[src/rtl/addkey_sched_if.sv]
// Handshake bundle for the AddRoundKey stage: key load, upstream state input, downstream keyed output.
interface addkey_sched_if #(
  parameter int NK = 4
);
  logic              key_load;
  logic [32*NK-1:0]  key_in;
  logic [127:0]      state_in;
  logic              in_valid;
  logic              in_ready;
  logic [127:0]      out_data;
  logic [3:0]        out_round;
  logic              out_last;
  logic              out_valid;
  logic              out_ready;

  modport master (
    output key_load, key_in, state_in, in_valid, out_ready,
    input  in_ready, out_data, out_round, out_last, out_valid
  );

  modport slave (
    input  key_load, key_in, state_in, in_valid, out_ready,
    output in_ready, out_data, out_round, out_last, out_valid
  );
endinterface

[src/rtl/addkey_sched.sv]
// AddRoundKey stage with a word-serial AES-128/192/256 key schedule.
// One expanded key word per cycle fills rk_acc; a finished round key waits in rk_cur.
module addkey_sched #(
  parameter int NK = 4
) (
  input  logic         clk,
  input  logic         rst,
  addkey_sched_if.slave bus
);
  localparam int NR    = NK + 6;
  localparam int KEY_W = 32 * NK;
  localparam int LAST  = 4 * (NR + 1) - 1;

  function automatic logic [7:0] xtime(input logic [7:0] b);
    return {b[6:0], 1'b0} ^ (b[7] ? 8'h1b : 8'h00);
  endfunction

  function automatic logic [7:0] gmul(input logic [7:0] a, input logic [7:0] b);
    logic [7:0] p;
    logic [7:0] x;
    p = 8'h00;
    x = a;
    for (int k = 0; k < 8; k++) begin
      if (b[k]) p = p ^ x;
      x = xtime(x);
    end
    return p;
  endfunction

  // Multiplicative inverse as a^254 (0 maps to 0), followed by the AES affine map.
  function automatic logic [7:0] sbox(input logic [7:0] a);
    logic [7:0] s;
    logic [7:0] inv;
    s   = a;
    inv = 8'h01;
    for (int k = 1; k < 8; k++) begin
      s   = gmul(s, s);
      inv = gmul(inv, s);
    end
    return inv ^ {inv[6:0], inv[7]} ^ {inv[5:0], inv[7:6]} ^
           {inv[4:0], inv[7:5]} ^ {inv[3:0], inv[7:4]} ^ 8'h63;
  endfunction

  function automatic logic [31:0] sub_word(input logic [31:0] w);
    return {sbox(w[31:24]), sbox(w[23:16]), sbox(w[15:8]), sbox(w[7:0])};
  endfunction

  logic [KEY_W-1:0] key_reg;
  logic             key_valid;
  logic [31:0]      win [NK];
  logic [5:0]       widx;
  logic [2:0]       kmod;
  logic [7:0]       rcon;
  logic             gen_on;
  logic [127:0]     rk_acc;
  logic [1:0]       acc_cnt;
  logic             acc_full;
  logic [127:0]     rk_cur;
  logic             cur_valid;
  logic [3:0]       round;

  logic             accept;
  logic             cur_free;
  logic             gen_step;
  logic [31:0]      key_words [8];
  logic [31:0]      t;
  logic [31:0]      new_word;

  assign bus.in_ready = key_valid & cur_valid & (~bus.out_valid | bus.out_ready) & ~bus.key_load;
  assign accept       = bus.in_valid & bus.in_ready;
  assign cur_free     = ~cur_valid | accept;
  assign gen_step     = gen_on & (~acc_full | cur_free);

  // Generator stage: next schedule word from the NK-word window.
  always_comb begin
    for (int j = 0; j < 8; j++) begin
      key_words[j] = key_reg[KEY_W-1-32*(j%NK) -: 32];
    end
    t        = win[NK-1];
    new_word = key_words[widx[2:0]];
    if (widx >= 6'(NK)) begin
      if (kmod == 3'd0) begin
        t = sub_word({t[23:0], t[31:24]}) ^ {rcon, 24'h000000};
      end else if (NK == 8 && kmod == 3'd4) begin
        t = sub_word(t);
      end
      new_word = win[0] ^ t;
    end
  end

  always_ff @(posedge clk) begin
    if (rst) begin
      key_valid     <= 1'b0;
      gen_on        <= 1'b0;
      widx          <= '0;
      kmod          <= '0;
      rcon          <= 8'h01;
      acc_cnt       <= '0;
      acc_full      <= 1'b0;
      cur_valid     <= 1'b0;
      round         <= '0;
      bus.out_valid <= 1'b0;
      bus.out_data  <= '0;
      bus.out_round <= '0;
      bus.out_last  <= 1'b0;
    end else begin
      // Output stage: state XOR round key, held while downstream stalls.
      if (accept) begin
        bus.out_data  <= bus.state_in ^ rk_cur;
        bus.out_round <= round;
        bus.out_last  <= (round == 4'(NR));
        bus.out_valid <= 1'b1;
      end else if (bus.out_ready) begin
        bus.out_valid <= 1'b0;
      end

      if (bus.key_load) begin
        key_reg   <= bus.key_in;
        key_valid <= 1'b1;
        gen_on    <= 1'b1;
        widx      <= '0;
        kmod      <= '0;
        rcon      <= 8'h01;
        acc_cnt   <= '0;
        acc_full  <= 1'b0;
        cur_valid <= 1'b0;
        round     <= '0;
      end else begin
        if (accept) begin
          cur_valid <= 1'b0;
          round     <= (round == 4'(NR)) ? 4'd0 : round + 4'd1;
        end
        if (acc_full && cur_free) begin
          rk_cur    <= rk_acc;
          cur_valid <= 1'b1;
          acc_full  <= 1'b0;
        end
        if (gen_step) begin
          for (int j = 0; j < NK - 1; j++) win[j] <= win[j+1];
          win[NK-1] <= new_word;
          if (widx >= 6'(NK) && kmod == 3'd0) rcon <= xtime(rcon);
          kmod <= (kmod == 3'(NK - 1)) ? 3'd0 : kmod + 3'd1;
          widx <= widx + 6'd1;
          if (widx == 6'(LAST)) gen_on <= 1'b0;
          case (acc_cnt)
            2'd0: rk_acc[127:96] <= new_word;
            2'd1: rk_acc[95:64]  <= new_word;
            2'd2: rk_acc[63:32]  <= new_word;
            default: begin
              // A completed key skips rk_acc when rk_cur is (or is becoming) free.
              if (cur_free) begin
                rk_cur    <= {rk_acc[127:32], new_word};
                cur_valid <= 1'b1;
              end else begin
                rk_acc   <= {rk_acc[127:32], new_word};
                acc_full <= 1'b1;
              end
            end
          endcase
          acc_cnt <= acc_cnt + 2'd1;
        end
        // Last round key consumed: rerun the schedule from the stored key.
        if (accept && round == 4'(NR)) begin
          gen_on <= 1'b1;
          widx   <= '0;
          kmod   <= '0;
          rcon   <= 8'h01;
        end
      end
    end
  end
endmodule

[src/flat_wrapper.sv]
// flat-port wrapper written by rule: the top's interface ports become plain ports
module addkey_sched_flat 
#(
  parameter int NK = 4
)
  (clk, rst, bus_key_load, bus_key_in, bus_state_in, bus_in_valid, bus_out_ready, bus_in_ready, bus_out_data, bus_out_round, bus_out_last, bus_out_valid);
  addkey_sched_if #(.NK(NK)) bus_i ();
  input  logic clk;
  input  logic rst;
  input wire logic [$bits(bus_i.key_load)-1:0] bus_key_load;
  input wire logic [$bits(bus_i.key_in)-1:0] bus_key_in;
  input wire logic [$bits(bus_i.state_in)-1:0] bus_state_in;
  input wire logic [$bits(bus_i.in_valid)-1:0] bus_in_valid;
  input wire logic [$bits(bus_i.out_ready)-1:0] bus_out_ready;
  output wire logic [$bits(bus_i.in_ready)-1:0] bus_in_ready;
  output wire logic [$bits(bus_i.out_data)-1:0] bus_out_data;
  output wire logic [$bits(bus_i.out_round)-1:0] bus_out_round;
  output wire logic [$bits(bus_i.out_last)-1:0] bus_out_last;
  output wire logic [$bits(bus_i.out_valid)-1:0] bus_out_valid;
  assign bus_i.key_load = bus_key_load;
  assign bus_i.key_in = bus_key_in;
  assign bus_i.state_in = bus_state_in;
  assign bus_i.in_valid = bus_in_valid;
  assign bus_i.out_ready = bus_out_ready;
  assign bus_in_ready = bus_i.in_ready;
  assign bus_out_data = bus_i.out_data;
  assign bus_out_round = bus_i.out_round;
  assign bus_out_last = bus_i.out_last;
  assign bus_out_valid = bus_i.out_valid;
  addkey_sched #(.NK(NK)) u_core (.clk(clk), .rst(rst), .bus(bus_i));
endmodule
[config.mk]
export PLATFORM = sky130hd
export DESIGN_NAME = addkey_sched_flat
export DESIGN_NICKNAME = d
export VERILOG_FILES = /design/src/rtl/addkey_sched_if.sv /design/src/rtl/addkey_sched.sv /design/src/flat_wrapper.sv
export SDC_FILE = /design/constraint.sdc
export NUM_CORES = 2
export LEC_CHECK = 0
export BUFFER_PORTS_ARGS = -buffer_cell sky130_fd_sc_hd__buf_4
export CAP_MARGIN = 20
export CORE_ASPECT_RATIO = 1.2
export CORE_MARGIN = 1
export CORE_UTILIZATION = 65
export CTS_BUF_LIST = sky130_fd_sc_hd__clkbuf_2
export CTS_CLUSTER_SIZE = 14
export DETAILED_ROUTE_END_ITERATION = 8
export PLACE_DENSITY = 0.84
export REMOVE_ABC_BUFFERS = 1
export SLEW_MARGIN = 5
export SYNTH_ARGS = -nofsm -noshare
export SYNTH_HDL_FRONTEND = slang
export SYNTH_SLANG_ARGS = --single-unit
[constraint.sdc]
create_clock -name clk -period 20.3 [get_ports clk]
set_input_delay 2.03 -clock clk [delete_from_list [all_inputs] [get_ports clk]]
set_output_delay 2.03 -clock clk [all_outputs]
set_load 0.02 [all_outputs]
# --- Word-level counts from Yosys, hierarchy flattened ---
# Memories as Yosys holds them, arrays and structs flattened.
# Index checks and enable logic that the tools add are counted.
totals:
  inputBits: 261
  output_inout_bits: 135
  mem_count: 1
  latchBits: 0
  reg_bits: 545
  ramBits: 128
  wordCells: 2595
  rom_bits: 0
op_classes:
  shift: 0
  n_mux: 1743
  n_div: 0
  magnitude_cmp: 2
  eq_ne: 5
  n_addsub: 4
  reduce_logical: 22
  bitwise_logic: 799
  mul: 0
memory_table:
  columns: ["name", "depth", "word_bits", "rd", "rd_clocked_by_memory_dff", "write_ports", "line_no", "text"]
  rows:
  - ["u_core.win", 4, 32, 4, 0, 4, "addkey_sched.sv:50", "logic [31:0] win [NK];"]
op_table:
  columns: ["op", "count"]
  rows:
  - ["two-way mux 8 bit", 1316]
  - ["bitwise XOR 8 bit", 745]
  - ["two-way mux 5 bit", 369]
  - ["two-way mux 128 bit", 4]
  - ["one-hot mux 32 bit (2 select lines)", 3]
  - ["two-way mux 32 bit", 5]
  - ["bitwise XOR 128 bit", 1]
  - ["binary-select mux 32 bit (select 3 bit)", 1]
  - ["bitwise XOR 32 bit", 2]
  - ["NOT 1 bit", 38]
  - ["two-way mux 7 bit", 4]
  - ["two-way mux 6 bit", 4]
  - ["two-way mux 1 bit", 23]
  - ["two-way mux 4 bit", 5]
  - ["AND reduction 5 bit", 4]
  - ["NOT 4 bit", 4]
  - ["two-way mux 3 bit", 5]
  - ["two-way mux 2 bit", 4]
  - ["AND reduction 2 bit", 4]
  - ["OR reduction 2 bit", 4]
  - ["adder 6 x 1 -> 6 bit, second input constant", 1]
  - ["equality test 6 bit, second input constant", 1]
  - [">= comparator 6 x 3 -> 1 bit, second input constant", 1]
  - ["nonzero test 3 bit", 2]
  - ["16 further kinds", 25]

# --- Depth between registers and ports, before layout ---
# An unclocked memory read counts as a cell.
logic_depth:
  depth_word: 262
  depth_mapped: 68

# --- Worst setup path before layout ---
# OpenSTA, ideal clock, no wires.
synth_path:
  kind: "flip-flop to flip-flop"
  startpoint: "memory u_core.win[3][16]"
  endpoint: "register u_core.rk_cur[30] (data pin)"
  t_arrival_ns: 15.131
  period_less_slack_ns: 15.395
  setup_time_ns: 0.264
  stages_incl_launch_ff: 62
  path_slack_ns: 4.905
  n_path_buf: 5
  t_required_ns: 20.036
  path_cell_list: "edfxtp_1 -> ha_1 -> nand2_1 -> xor2_2 -> inv_1 -> buf_2 -> clkbuf_1 -> clkbuf_1 -> ha_1 -> inv_1 -> xnor3_1 -> o211a_1 -> a211o_1 -> xnor2_4 -> xnor2_2 -> inv_2 -> buf_6 -> ha_1 -> [... 26 more ...] -> o21a_1 -> o31ai_1 -> xor2_1 -> xor2_2 -> xnor2_4 -> xnor2_4 -> xnor2_2 -> mux2_1 -> a22oi_1 -> xnor2_1 -> xnor3_2 -> xnor2_2 -> xor3_2 -> xnor3_1 -> o21ai_1 -> mux2_4 -> nand2_1 -> o21ai_2"
synth_rtl:
  columns: ["element", "line_no", "text"]
  rows:
  - ["from (decl)", "addkey_sched.sv:50", null]
  - ["to (signal assigned)", "addkey_sched.sv:134", "rk_cur <= rk_acc;"]
  - ["to (signal assigned)", "addkey_sched.sv:152", "rk_cur <= {rk_acc[127:32], new_word};"]
  - ["to (decl)", "addkey_sched.sv:58", "logic [127:0] rk_cur;"]

==> flow_summary_export.csv <==
group,metric,value,unit
grt,antenna_found_initial,5,
placement,gp_congestion,0.974,
timing,post-route-period-util,0.946,
worst_hold_path,hp-start,"u_core.win[1][15]",
logic_synthesis,synthFlopType,"edfxtp_1",
cts,cts-root-buf,"clkbuf_2",
critical_path,critPathCaptureType,"flop",
critical_path,reg2reg_from,"u_core.win[3][23]",
floorplan,die-area,124000,um^2
cts,cts_tree,"yes",
critical_path,worstSetupPathType,"flop to flop",
critical_path,regToRegSetupSlack,1100,ps
outcome,status,"finished, final reports clean",
grt,grt_max_degree,111,
cts,numCtsBuffers,160,
grt,grt_overflow,0,
timing,setup_viol,0,
timing,finalMaxSlewViolations,0,
critical_path,worst_setup_path_start_kind,"flop",
critical_path,cp.arrival,20490,ps
logic_synthesis,syn_inst,8925,
logic_synthesis,synthesis.area,79400,um^2
placement,port_buffers,395,
worst_hold_path,hold_path_depth,0,
critical_path,reg2reg_depth,57,
routing,drt-total-wl,221000,um
critical_path,max_stage_delay,930,ps
cts,clock_latency,1470,ps
floorplan,coreArea,121000,um^2
final_layout,final_nets,9443,
cts,post_cts_buffers,0,
floorplan,fp.dieW,321,um
logic_synthesis,synthTopCellsByArea,"edfxtp_1 (19%), xnor2_1 (19%), xnor3_1 (8.8%)",
routing,drtAntennaViolNets,0,
timing,period_needed,19200,ps
logic_synthesis,synth_edf_count,512,
logic_synthesis,synth_seq_cells,673,
logic_synthesis,yosysSeqAreaShare,0.234,
critical_path,worstPathMaxFanout,31,
timing,rsz0062_at_grt,"no",
routing,via_per_inst,6.18,
flow_run,maxCapViolCount,0,
grt,grt_pass1_vias,63800,
routing,num_vias,67500,
critical_path,cp_slowest_cell,"edfxtp_1",
floorplan,fp-row-count,140,
floorplan,ios,396,
timing,final.setup_skew,150,ps
placement,hpwl,161000,um
logic_synthesis,syn_avg_cell_area,8.90,um^2
timing,worst_pin_slew,1160,ps
logic_synthesis,synth.top_cells.by_count,"xnor2_1 (1704), nor2_1 (1282), nand2_1 (912)",
timing,hold_viol,0,
routing,dr.first_iter.drc_count,7388,
logic_synthesis,netlist.area_leader.share,0.194,
final_layout,syn_to_final_growth,7.92,%
cts,htreeDepth,4,
logic_synthesis,yosysMostFrequentCell,"xnor2_1",
critical_path,path_common_cell,"xnor2_1",
routing,drc,0,
routing,wl_per_cell,20.3,um
grt,track_usage,0.345,
critical_path,crit_required,21590,ps
final_layout,layout-drive-gt1-share,0.152,
grt,grt_pass1_wl,347000,um
cts,ctsResizeCount,0,
logic_synthesis,synth_warnings,0,
worst_hold_path,hp-class,"flop to flop",
worst_hold_path,min_to,"u_core.win[0][15]",
cts,postCtsHoldBufs,0,
routing,drt-pass1-iter-count,7,
cts,clockBufferDepth,3,
logic_synthesis,async_reset_ff_frac,0,
critical_path,r2r-end,"u_core.rk_cur[25]",
critical_path,crit_buf_inv,5,
critical_path,critical_path.top_delay_family,"XOR/XNOR gates",
logic_synthesis,synth_top_cell_by_area,"edfxtp_1",
timing,relSlewSlack,0.218,
floorplan,initial_utilization,0.655,
logic_synthesis,yosysUniqueCellTypes,120,
cts,path_clk_slew,110,ps
cts,cts_sinks,673,
timing,fmax,52.1,MHz
floorplan,fp.dieH,385,um
timing,setup_tns,0,ps
-- cell families after synthesis --
logic type	Yosys count	synth area share
AO/OA/AOI/OAI	1627	0.133
XOR/XNOR	2648	0.380
adder cells (fa/ha/maj)	27	0.00425
buffers and inverters	669	0.0359
flip-flops	673	0.234
multiplexers	390	0.0573
AND/OR/NAND/NOR	2891	0.156
-- worst max-delay path by stage --
stage	from	to	slack (ps)	cells past startpoint
2_1_floorplan	u_core.win[3][7]	u_core.rk_cur[12]	2510	49
3_3_place_gp	u_core.win[3][31]	u_core.rk_cur[6]	2160	54
3_5_place_dp	u_core.win[3][23]	u_core.rk_cur[25]	1570	58
4_1_cts	u_core.win[3][23]	u_core.rk_cur[25]	1440	57
5_1_grt	u_core.win[3][23]	u_core.rk_cur[25]	130	57
6_report	u_core.win[3][23]	u_core.rk_cur[25]	1100	57
-- worst register-to-register path: cells and delay by family, from the launching register on --
kind            cells  cell delay (ps)
compound gates      7             1650
xor+xnor           32            11690
fa+ha+maj           3             1530
buf+inv             5             1210
flops               1              930
mux                 2              300
simple gates        8             1770
-- metal layers --
metal / vias up / GRT usage / wire [um]
met2: 3347 / 0.599 / 109000
met5: - / 0 / 26
met4: 4 / 0.125 / 8010
li1: 31500 / - / -
met1: 32100 / 0.438 / 86700
met3: 607 / 0.0461 / 17600
-- stage by stage --
step                      instances  worst slack [ps]   util  instance area, um^2  hold slack (ps)
after detailed placement      10600              1570  0.693                84000              405
after floorplan                8343              2510      -                76900              400
after global placement        10600              2160  0.693                84000              400
final                         10900              1100  0.707                85700              336
after global routing          10900               129  0.707                85700              347
after CTS                     10900              1440  0.706                85600              347
-- final cells by class --
cell class              count  area (um^2)
multi-input cells        7583        58200
fillers                  9151        35500
flip-flops and latches    673        18600
repair buffers            650         4910
well taps                1633         2040
clock buffers             237         1190
clock inverters            57          393
inverters                  87          329
diodes                      3         7.51
-- placed cells by master, fill, tap and decap left out, types with 24 or more instances in the layout --
cell type and instances:
clkinv_1 41, o22ai_1 85, a21oi_1 406, mux2i_1 216, edfxtp_1 512, a221oi_1 24, xor2_1 383, and2_1 46
o31ai_1 30, a22oi_1 45, buf_4 648, o21ai_1 71, nor2b_1 61, nand2_1 910, nand4_1 24, or3_1 34
xnor3_1 310, and3_1 30, xor2_2 44, nand2b_1 53, xnor2_1 1683, nor2_1 1280, a31oi_1 78, xnor2_2 126
xor3_1 49, nand3_1 134, clkbuf_2 237, mux4_2 37, inv_1 69, mux2_2 132, dfxtp_1 159, xnor2_4 25
o211ai_1 49, o21ai_0 318, a21o_1 24, a211oi_1 202, nor3_1 181, ha_1 27
Power is left out: the tool's default activity adds up to more than one toggle a clock period on the data nets, which glitch-free logic cannot reach.
